<file path="src/rtl/spi_pkg.sv">
// Shared types and constants for the SPI shift engine family.
package spi_pkg;

    typedef enum logic {
        IDLE  = 1'b0,
        SHIFT = 1'b1
    } spi_state_t;

    localparam logic MSB_FIRST = 1'b0;
    localparam logic LSB_FIRST = 1'b1;

    localparam int DEFAULT_WIDTH = 8;

endpackage

</file>
<file path="src/rtl/spi_bit_counter.sv">
// Receive bit counter: synchronous clear beats increment, terminal flag at the last bit of a word.
module spi_bit_counter
    import spi_pkg::*;
#(
    parameter int WIDTH = DEFAULT_WIDTH,
    parameter int CNT_W = $clog2(WIDTH)
) (
    input  logic             clk,
    input  logic             reset,
    input  logic             i_clear,
    input  logic             i_incr,
    output logic [CNT_W-1:0] o_count,
    output logic             o_terminal
);

    localparam logic [CNT_W-1:0] LAST = CNT_W'(WIDTH - 1);

    logic [CNT_W-1:0] r_count;

    always_ff @(posedge clk or posedge reset) begin
        if (reset) begin
            r_count <= '0;
        end else if (i_clear) begin
            r_count <= '0;
        end else if (i_incr) begin
            r_count <= r_count + CNT_W'(1);
        end
    end

    assign o_count    = r_count;
    assign o_terminal = (r_count == LAST);

endmodule

</file>
<file path="src/rtl/spi_shift_engine.sv">
// Serial/parallel SPI shift engine with chip-select framing, selectable bit order,
// and a receive holding register with valid/ack handshake and sticky overrun.
module spi_shift_engine
    import spi_pkg::*;
#(
    parameter int WIDTH = DEFAULT_WIDTH,
    parameter int CNT_W = $clog2(WIDTH)
) (
    input  logic             clk,
    input  logic             reset,
    input  logic             sampleEdge,
    input  logic             driveEdge,
    input  logic             csActive,
    input  logic             lsbFirst,
    input  logic             parallelLoad,
    input  logic [WIDTH-1:0] parallelDataIn,
    input  logic             serialDataIn,
    input  logic             rxAck,
    output logic             serialDataOut,
    output logic [WIDTH-1:0] rxData,
    output logic             rxValid,
    output logic             rxPending,
    output logic             overrun,
    output logic             busy,
    output logic [CNT_W-1:0] bitCount
);

    spi_state_t       r_state;
    spi_state_t       w_stateNext;
    logic             r_modeReg;
    logic [WIDTH-1:0] r_mem;
    logic [WIDTH-1:0] r_rxData;
    logic             r_rxValid;
    logic             r_rxPending;
    logic             r_overrun;
    logic             r_sdo;

    logic             w_busy;
    logic             w_entry;
    logic             w_abort;
    logic             w_active;
    logic             w_mode;
    logic             w_load;
    logic             w_shift;
    logic             w_drive;
    logic             w_complete;
    logic             w_terminal;
    logic             w_cntClear;
    logic             w_loadBit;
    logic             w_driveBit;
    logic [WIDTH-1:0] w_shifted;
    logic [CNT_W-1:0] w_count;

    always_ff @(posedge clk or posedge reset) begin
        if (reset) begin
            r_state <= IDLE;
        end else begin
            r_state <= w_stateNext;
        end
    end

    always_comb begin
        w_stateNext = r_state;
        case (r_state)
            IDLE:  if (csActive)  w_stateNext = SHIFT;
            SHIFT: if (!csActive) w_stateNext = IDLE;
        endcase
    end

    always_comb begin
        w_busy   = (r_state == SHIFT);
        w_entry  = (r_state == IDLE) && csActive;
        w_abort  = (r_state == SHIFT) && !csActive;
        w_active = (r_state == SHIFT) && csActive;
    end

    // Abort outranks a load, and a load outranks both edge enables in the same cycle.
    assign w_mode     = w_busy ? r_modeReg : lsbFirst;
    assign w_load     = parallelLoad && !w_abort;
    assign w_shift    = w_active && sampleEdge && !parallelLoad;
    assign w_drive    = w_active && driveEdge && !parallelLoad;
    assign w_complete = w_shift && w_terminal;
    assign w_cntClear = w_entry || w_abort || w_load || w_complete;

    assign w_shifted  = (r_modeReg == LSB_FIRST) ? {serialDataIn, r_mem[WIDTH-1:1]}
                                                 : {r_mem[WIDTH-2:0], serialDataIn};
    assign w_loadBit  = (w_mode == LSB_FIRST) ? parallelDataIn[0] : parallelDataIn[WIDTH-1];
    assign w_driveBit = (r_modeReg == LSB_FIRST) ? r_mem[0] : r_mem[WIDTH-1];

    spi_bit_counter #(
        .WIDTH (WIDTH),
        .CNT_W (CNT_W)
    ) u_rx_count (
        .clk        (clk),
        .reset      (reset),
        .i_clear    (w_cntClear),
        .i_incr     (w_shift),
        .o_count    (w_count),
        .o_terminal (w_terminal)
    );

    always_ff @(posedge clk or posedge reset) begin
        if (reset) begin
            r_modeReg <= MSB_FIRST;
            r_mem     <= '0;
            r_sdo     <= 1'b0;
        end else begin
            if (w_entry) begin
                r_modeReg <= lsbFirst;
            end
            if (w_load) begin
                r_mem <= parallelDataIn;
            end else if (w_shift) begin
                r_mem <= w_shifted;
            end
            // Drive reads the pre-shift word, so a coincident sample does not skip a bit.
            if (w_load) begin
                r_sdo <= w_loadBit;
            end else if (w_drive) begin
                r_sdo <= w_driveBit;
            end
        end
    end

    always_ff @(posedge clk or posedge reset) begin
        if (reset) begin
            r_rxData    <= '0;
            r_rxValid   <= 1'b0;
            r_rxPending <= 1'b0;
            r_overrun   <= 1'b0;
        end else begin
            r_rxValid <= w_complete;
            if (w_complete) begin
                r_rxData    <= w_shifted;
                r_rxPending <= 1'b1;
                if (r_rxPending && !rxAck) begin
                    r_overrun <= 1'b1;
                end
            end else if (rxAck) begin
                r_rxPending <= 1'b0;
            end
        end
    end

    assign serialDataOut = r_sdo;
    assign rxData        = r_rxData;
    assign rxValid       = r_rxValid;
    assign rxPending     = r_rxPending;
    assign overrun       = r_overrun;
    assign busy          = w_busy;
    assign bitCount      = w_count;

endmodule

</file>
<file path="config.mk">
export PLATFORM = sky130hd
export DESIGN_NAME = spi_shift_engine
export DESIGN_NICKNAME = d
export VERILOG_FILES = /design/src/rtl/spi_pkg.sv /design/src/rtl/spi_bit_counter.sv /design/src/rtl/spi_shift_engine.sv
export SDC_FILE = /design/constraint.sdc
export NUM_CORES = 1
export LEC_CHECK = 0
export BUFFER_PORTS_ARGS = -buffer_cell sky130_fd_sc_hd__buf_2
export CAP_MARGIN = 20
export CORE_UTILIZATION = 53
export CTS_BUF_LIST = sky130_fd_sc_hd__clkbuf_4 sky130_fd_sc_hd__clkbuf_8
export DETAILED_ROUTE_END_ITERATION = 6
export PLACE_DENSITY = 0.81
export SKIP_LAST_GASP = 1
export SLEW_MARGIN = 25
export SYNTH_ARGS = -nofsm -noshare
export SYNTH_HDL_FRONTEND = slang
export SYNTH_SLANG_ARGS = --single-unit
</file>
<file path="constraint.sdc">
create_clock -name clk -period 1.5 [get_ports clk]
set_input_delay 0.3 -clock clk [delete_from_list [all_inputs] [get_ports clk]]
set_output_delay 0.3 -clock clk [all_outputs]
set_load 0.05 [all_outputs]
</file>
== Word level (Yosys, flattened, before mapping) ==
Cells that the tools add are included.

* Output and inout port bits: 16
* Memories: 0
* Memory bits (read-only): 0
* Bits in latches: 0
* Input bits: 17
* Bits in registers: 25
* Word-level logic and storage cells: 47
* Memory bits (writable): 0

* Multipliers: 0
* $lt $le $gt $ge: 0
* Add/subtract/negate cells: 1
* Mux-type cells: 13
* Shift-type cells: 0
* Reductions and logical operators: 22
* Eq/ne operators: 1
* Divide/modulo/power cells: 0
* Bitwise logic cells: 1

{| class="wikitable"
|+ Operator list
! operator !! number
|-
| $mux W8 || 3
|-
| $logic_and A1 B1 Y1 || 10
|-
| $mux W1 || 8
|-
| $reduce_bool A2 Y1 || 4
|-
| $mux W3 || 2
|-
| $logic_not A1 Y1 || 4
|-
| $add A3 B1 Y3 const B || 1
|-
| $eq A3 B3 Y1 const B || 1
|-
| $logic_or A1 B1 Y1 || 3
|-
| $reduce_and A2 Y1 || 1
|-
| $not A1 Y1 || 1
|}

== Depth between registers and ports, before layout ==
* Depth in word-level cells: 7
* Depth in mapped cells: 6
* Mapped depth without buffers: 5

== Modules after synthesis ==
From an unflattened synthesis, not the netlist that was laid out.

* Cells, all modules: 103
* Area, all modules: 1199.9 µm²

{| class="wikitable"
|+ Modules (own cells, without submodules)
! module !! area an instance (µm²) !! times used !! cells each
|-
| spi_shift_engine || 1056.0 || 1 || 91
|-
| spi_bit_counter || 143.9 || 1 || 12
|}

== Worst setup path before layout ==
No wires, ideal clock.

* Path kind: register to register
* Start point: reg r_state (netlist: busy)
* End point: reg r_mem[0]
* Arrival time: 1.588 ns
* Path buffers: 0
* Required time: 1.374 ns
* Cell stages (with the launch flop): 5
* Setup slack: -0.214 ns
* Clock period less this slack: 1.714 ns
* Cell sequence: dfrtp_1 -> ha_1 -> and3b_4 -> nor2_4 -> a221o_1

* Word-level cells in the longest chain between the ends: 4
* Elaborated cells between the ends (all ways): 8

{| class="wikitable"
|+ RTL lines
! what !! RTL line !! source
|-
| start: declaration || spi_shift_engine.sv:28 || <nowiki>spi_state_t r_state;</nowiki>
|-
| start signal: assignment || spi_shift_engine.sv:58 || <nowiki>r_state <= w_stateNext;</nowiki>
|-
| $logic_and A1 B1 Y1, on equally long branches || spi_shift_engine.sv:73, spi_shift_engine.sv:74 ||
|-
| $logic_not A1 Y1 or $logic_and A1 B1 Y1 (tied branches) || spi_shift_engine.sv:79, spi_shift_engine.sv:80 ||
|-
| $logic_and A1 B1 Y1, on equally long branches || spi_shift_engine.sv:79, spi_shift_engine.sv:80 ||
|-
| $mux W8 or $reduce_bool A2 Y1 (tied branches) || - ||
|-
| end signal: assignment || spi_shift_engine.sv:112 || <nowiki>r_mem <= parallelDataIn;</nowiki>
|-
| end signal: assignment || spi_shift_engine.sv:114 || <nowiki>r_mem <= w_shifted;</nowiki>
|-
| end: declaration || spi_shift_engine.sv:31 || <nowiki>logic [WIDTH-1:0] r_mem;</nowiki>
|}

Several ways; a longest one is shown, not always the timed one.
A chain may end at the register's enable or synchronous reset.

== Final worst setup path ==
* Start point: reg r_state (netlist: busy)
* End point: reg u_rx_count.r_count[0] (netlist: u_rx_count.o_count[0])

* Word-level cells in the longest chain between the ends: 6
* Elaborated cells between the ends (all ways): 14

{| class="wikitable"
|+ RTL lines
! what !! RTL line !! source
|-
| $logic_and A1 B1 Y1 (tied with other cells) || spi_shift_engine.sv:73 || <nowiki>w_abort = (r_state == SHIFT) && !csActive;</nowiki>
|-
| $logic_not A1 Y1 (tied with other cells) || spi_shift_engine.sv:79 || <nowiki>assign w_load = parallelLoad && !w_abort;</nowiki>
|-
| $logic_and A1 B1 Y1 (tied with other cells) || spi_shift_engine.sv:79 ||
|-
| $logic_or A1 B1 Y1 or $logic_and A1 B1 Y1 (tied branches) || spi_shift_engine.sv:83, spi_shift_engine.sv:82 ||
|-
| $logic_or A1 B1 Y1 || spi_shift_engine.sv:83 || <nowiki>assign w_cntClear = w_entry || w_abort || w_load || w_complete;</nowiki>
|-
| $mux W3 or $reduce_bool A2 Y1 (tied branches) || - ||
|-
| end signal: assignment || spi_bit_counter.sv:26 || <nowiki>r_count <= r_count + CNT_W'(1);</nowiki>
|-
| end: declaration || spi_bit_counter.sv:18 || <nowiki>logic [CNT_W-1:0] r_count;</nowiki>
|}

Several ways; a longest one is shown, not always the timed one.

==> run metrics <==
buffer depth of the longest clock path=2; TritonCTS buffer count=3; max-cap viol count=0; number of warnings issued by yosys=0; TritonCTS clock tree=built; highest metal layer with signal wires=met4; number of antenna violations at the first check in global routing=0; logic depth of the worst register-to-register path=5; result of the run=finished, final reports clean; final critical-path share of the clock period=99.4%; Area Growth Syn to Fin=26.6%; aggregate global routing overflow=0; net count of the mapped netlist=127; maximum number of pins on one net before global-route repair=26; sort of element at the end of the critical path=flip-flop; Clk Tree Root Cell=sky130_fd_sc_hd__clkbuf_4; flop2flop setup slack=0.009 ns; Crit Reg-Reg Startpoint=busy; Worst setup SP type=flip-flop; sum of negative setup slack=0 ns; total via count in the routed design=1,003; number of library cell types mapped by synthesis=25; pwr dens=884 nW/µm²; metal2 WL=1.27 mm; met3 routed wirelength=201 µm; number of nets in the layout=167; leakage power=0.810 nW; CTS clock-pin slew for the worst setup and hold paths=0.14 ns; largest fanout on the critical path=6; Hold Path Class=input port to asynchronous set/reset pin; number of design-rule violations left by the first detailed-router iteration=20; final number of setup-violating endpoints=0; capture point of the worst reg-to-reg path=u_rx_count.o_count[0]; starting density of the core=58.7%; number of hold buffers added after CTS=0; achievable frequency=671 MHz; launch point of the critical path=busy; number of iterations in the first detailed-routing pass=4; count of nets left with antenna violations after detail routing=0; floorplan row count=16; final worst clock skew=0.00398 ns; synthesized cell area=1210 µm²; die area=2480 µm²; share of synthesized area occupied by flip-flops and latches=51.7%; Filler Cells Inserted=151; Worst setup endpoint=u_rx_count.o_count[0]; arrival time at the worst endpoint=1.74 ns; Buffers on Ports=32; area of the core=2060 µm²; RePlAce Congestion=0.767; Antenna Cells=0; number of primary I/O pins=33; worst slew margin relative to its limit=78.9%; DRC violations left=0; vias in the first global route=889; Clock Latency Late Sink=0.32 ns; minimum clock period=1.49 ns; number of register bits inferred by synthesis=25; Setup WS post-layout=0.00901 ns; VDD IR max=0.696 mV; Setup WS pre-CTS=0.0316 ns; placed cell count=164; share of layout cells above drive strength 1=40.3%; Die Wd=49.8 µm; number of cells in the finished layout apart from fillers=171; critical path required time=1.75 ns; Vert. Die Dim=49.8 µm; HPWL after detailed placement=1.85 mm; detailed-route wire length per cell=15.8 µm; met1 layer wirelength in the final routing=1.23 mm; transition time at the pin with the least slew margin=0.317 ns; routed wire length=2.71 mm; cell count after synthesis=105; Synth Area per Inst=11.5 µm²; leading cell type in the layout, fill and taps excluded=sky130_fd_sc_hd__buf_2; combined global-route utilization of all metal layers=22.3%; number of failing hold endpoints at the final stage=0; number of H-tree levels=1; Clock Sink Count=25; RSZ-0062 raised after global routing=true; highest-count cells in the layout ignoring fill and taps=sky130_fd_sc_hd__buf_2, sky130_fd_sc_hd__dfrtp_1, sky130_fd_sc_hd__nand2_1, sky130_fd_sc_hd__mux2i_1, sky130_fd_sc_hd__o21ai_0; type of the worst setup path=flip-flop to flip-flop; Final Slew Violations=0; DR vias/cell=5.87; first-pass GRT wire length=4.12 mm
[registers in the layout, summed over array words and instances, names as in the netlist]
name                flops
serialDataOut           1
busy                    1
overrun                 1
rxData                  8
rxValid                 1
u_rx_count.o_count      3
rxPending               1
r_modeReg               1
r_mem                   8
[layer usage]
layer / global-route usage (%) / vias to the layer above
li1: - / 461
met1: 31.6 / 493
met2: 36.0 / 47
met3: 2.78 / 2
met4: 5.71 / 0
met5: 0 / -
[repair_timing]
item                       CTS  global route
setup buffers                0             1
hold endpoints to repair     0             0
resized for setup            1             2
pin swaps                    0             2
setup endpoints to repair    1            16
cloned                       0             2
[stage by stage]
step	hold WS, ns	power, mW	instance area (µm²)	util, %
after floorplan	0.327	0.940	1250	-
after global placement	0.363	1.01	1450	70.2
after detailed placement	0.369	1.02	1450	70.2
after CTS	0.0210	1.34	1480	71.8
after global routing	0.0412	1.40	1530	74.3
final	0.00138	1.35	1530	74.3
[Yosys cell counts]
cell                       instances  area [µm²]
sky130_fd_sc_hd__dfrtp_1          25         626
sky130_fd_sc_hd__nand2_1          14        52.6
sky130_fd_sc_hd__mux2i_1          11         110
sky130_fd_sc_hd__o21ai_0           8        40.0
sky130_fd_sc_hd__a221o_1           7        70.1
sky130_fd_sc_hd__nor2_1            7        26.3
sky130_fd_sc_hd__ha_1              5        62.6
sky130_fd_sc_hd__buf_4             4        30.0
sky130_fd_sc_hd__inv_1             4        15.0
sky130_fd_sc_hd__a21oi_1           3        15.0
sky130_fd_sc_hd__nand2b_1          2        12.5
sky130_fd_sc_hd__nand3b_1          2        15.0
sky130_fd_sc_hd__a221oi_2          1        15.0
sky130_fd_sc_hd__and2b_4           1        10.0
sky130_fd_sc_hd__and3b_1           1        8.76
sky130_fd_sc_hd__and3b_4           1        12.5
sky130_fd_sc_hd__mux2_2            1        11.3
sky130_fd_sc_hd__nand3_1           1        5.00
sky130_fd_sc_hd__nand3b_4          1        20.0
sky130_fd_sc_hd__nand4b_2          1        15.0
sky130_fd_sc_hd__nor2_4            1        11.3
sky130_fd_sc_hd__nor3_1            1        5.00
sky130_fd_sc_hd__o211ai_1          1        7.51
sky130_fd_sc_hd__o21bai_1          1        7.51
sky130_fd_sc_hd__or3_1             1        6.26
[critical path, cell delays in order, from the launching register on]
cell and delay, ns:
sky130_fd_sc_hd__dfrtp_4 0.46, sky130_fd_sc_hd__buf_6 0.12, sky130_fd_sc_hd__ha_4 0.19, sky130_fd_sc_hd__nand3b_2 0.15, sky130_fd_sc_hd__or3_1 0.35, sky130_fd_sc_hd__a21oi_1 0.14
[worst min path at each step]
stage / start / end / slack, ns / depth (start not counted)
after floorplan: reset / busy / 0.33 / 1
after global placement: reset / overrun / 0.36 / 3
after detailed placement: reset / rxPending / 0.37 / 3
after CTS: reset / rxPending / 0.02 / 3
after global routing: reset / rxPending / 0.04 / 3
final: reset / rxPending / 0.001 / 3
[layout make-up]
class | instances | area, µm² | area share, %
Sequential cell | 25 | 634 | 41.4
Multi-Input combinational cell | 74 | 602 | 39.3
Timing Repair Buffer | 37 | 216 | 14.1
Tap cell | 27 | 33.8 | 2.21
Clock buffer | 4 | 30.0 | 1.96
Inverter | 4 | 15.0 | 0.980
[where the power goes]
group	internal (mW)	switching [mW]
Sequential	0.716	0.0536
Clock	0.122	0.202
Combinational	0.126	0.134
[kinds of logic after synthesis]
group	count (synthesis)	synth area share [%]
flops	25	51.7
mux	12	10.0
fa+ha+maj	5	5.17
buf+inv	8	3.72
compound gates	21	12.8
simple gates	34	16.5
(Power assumes the default switching activity.)
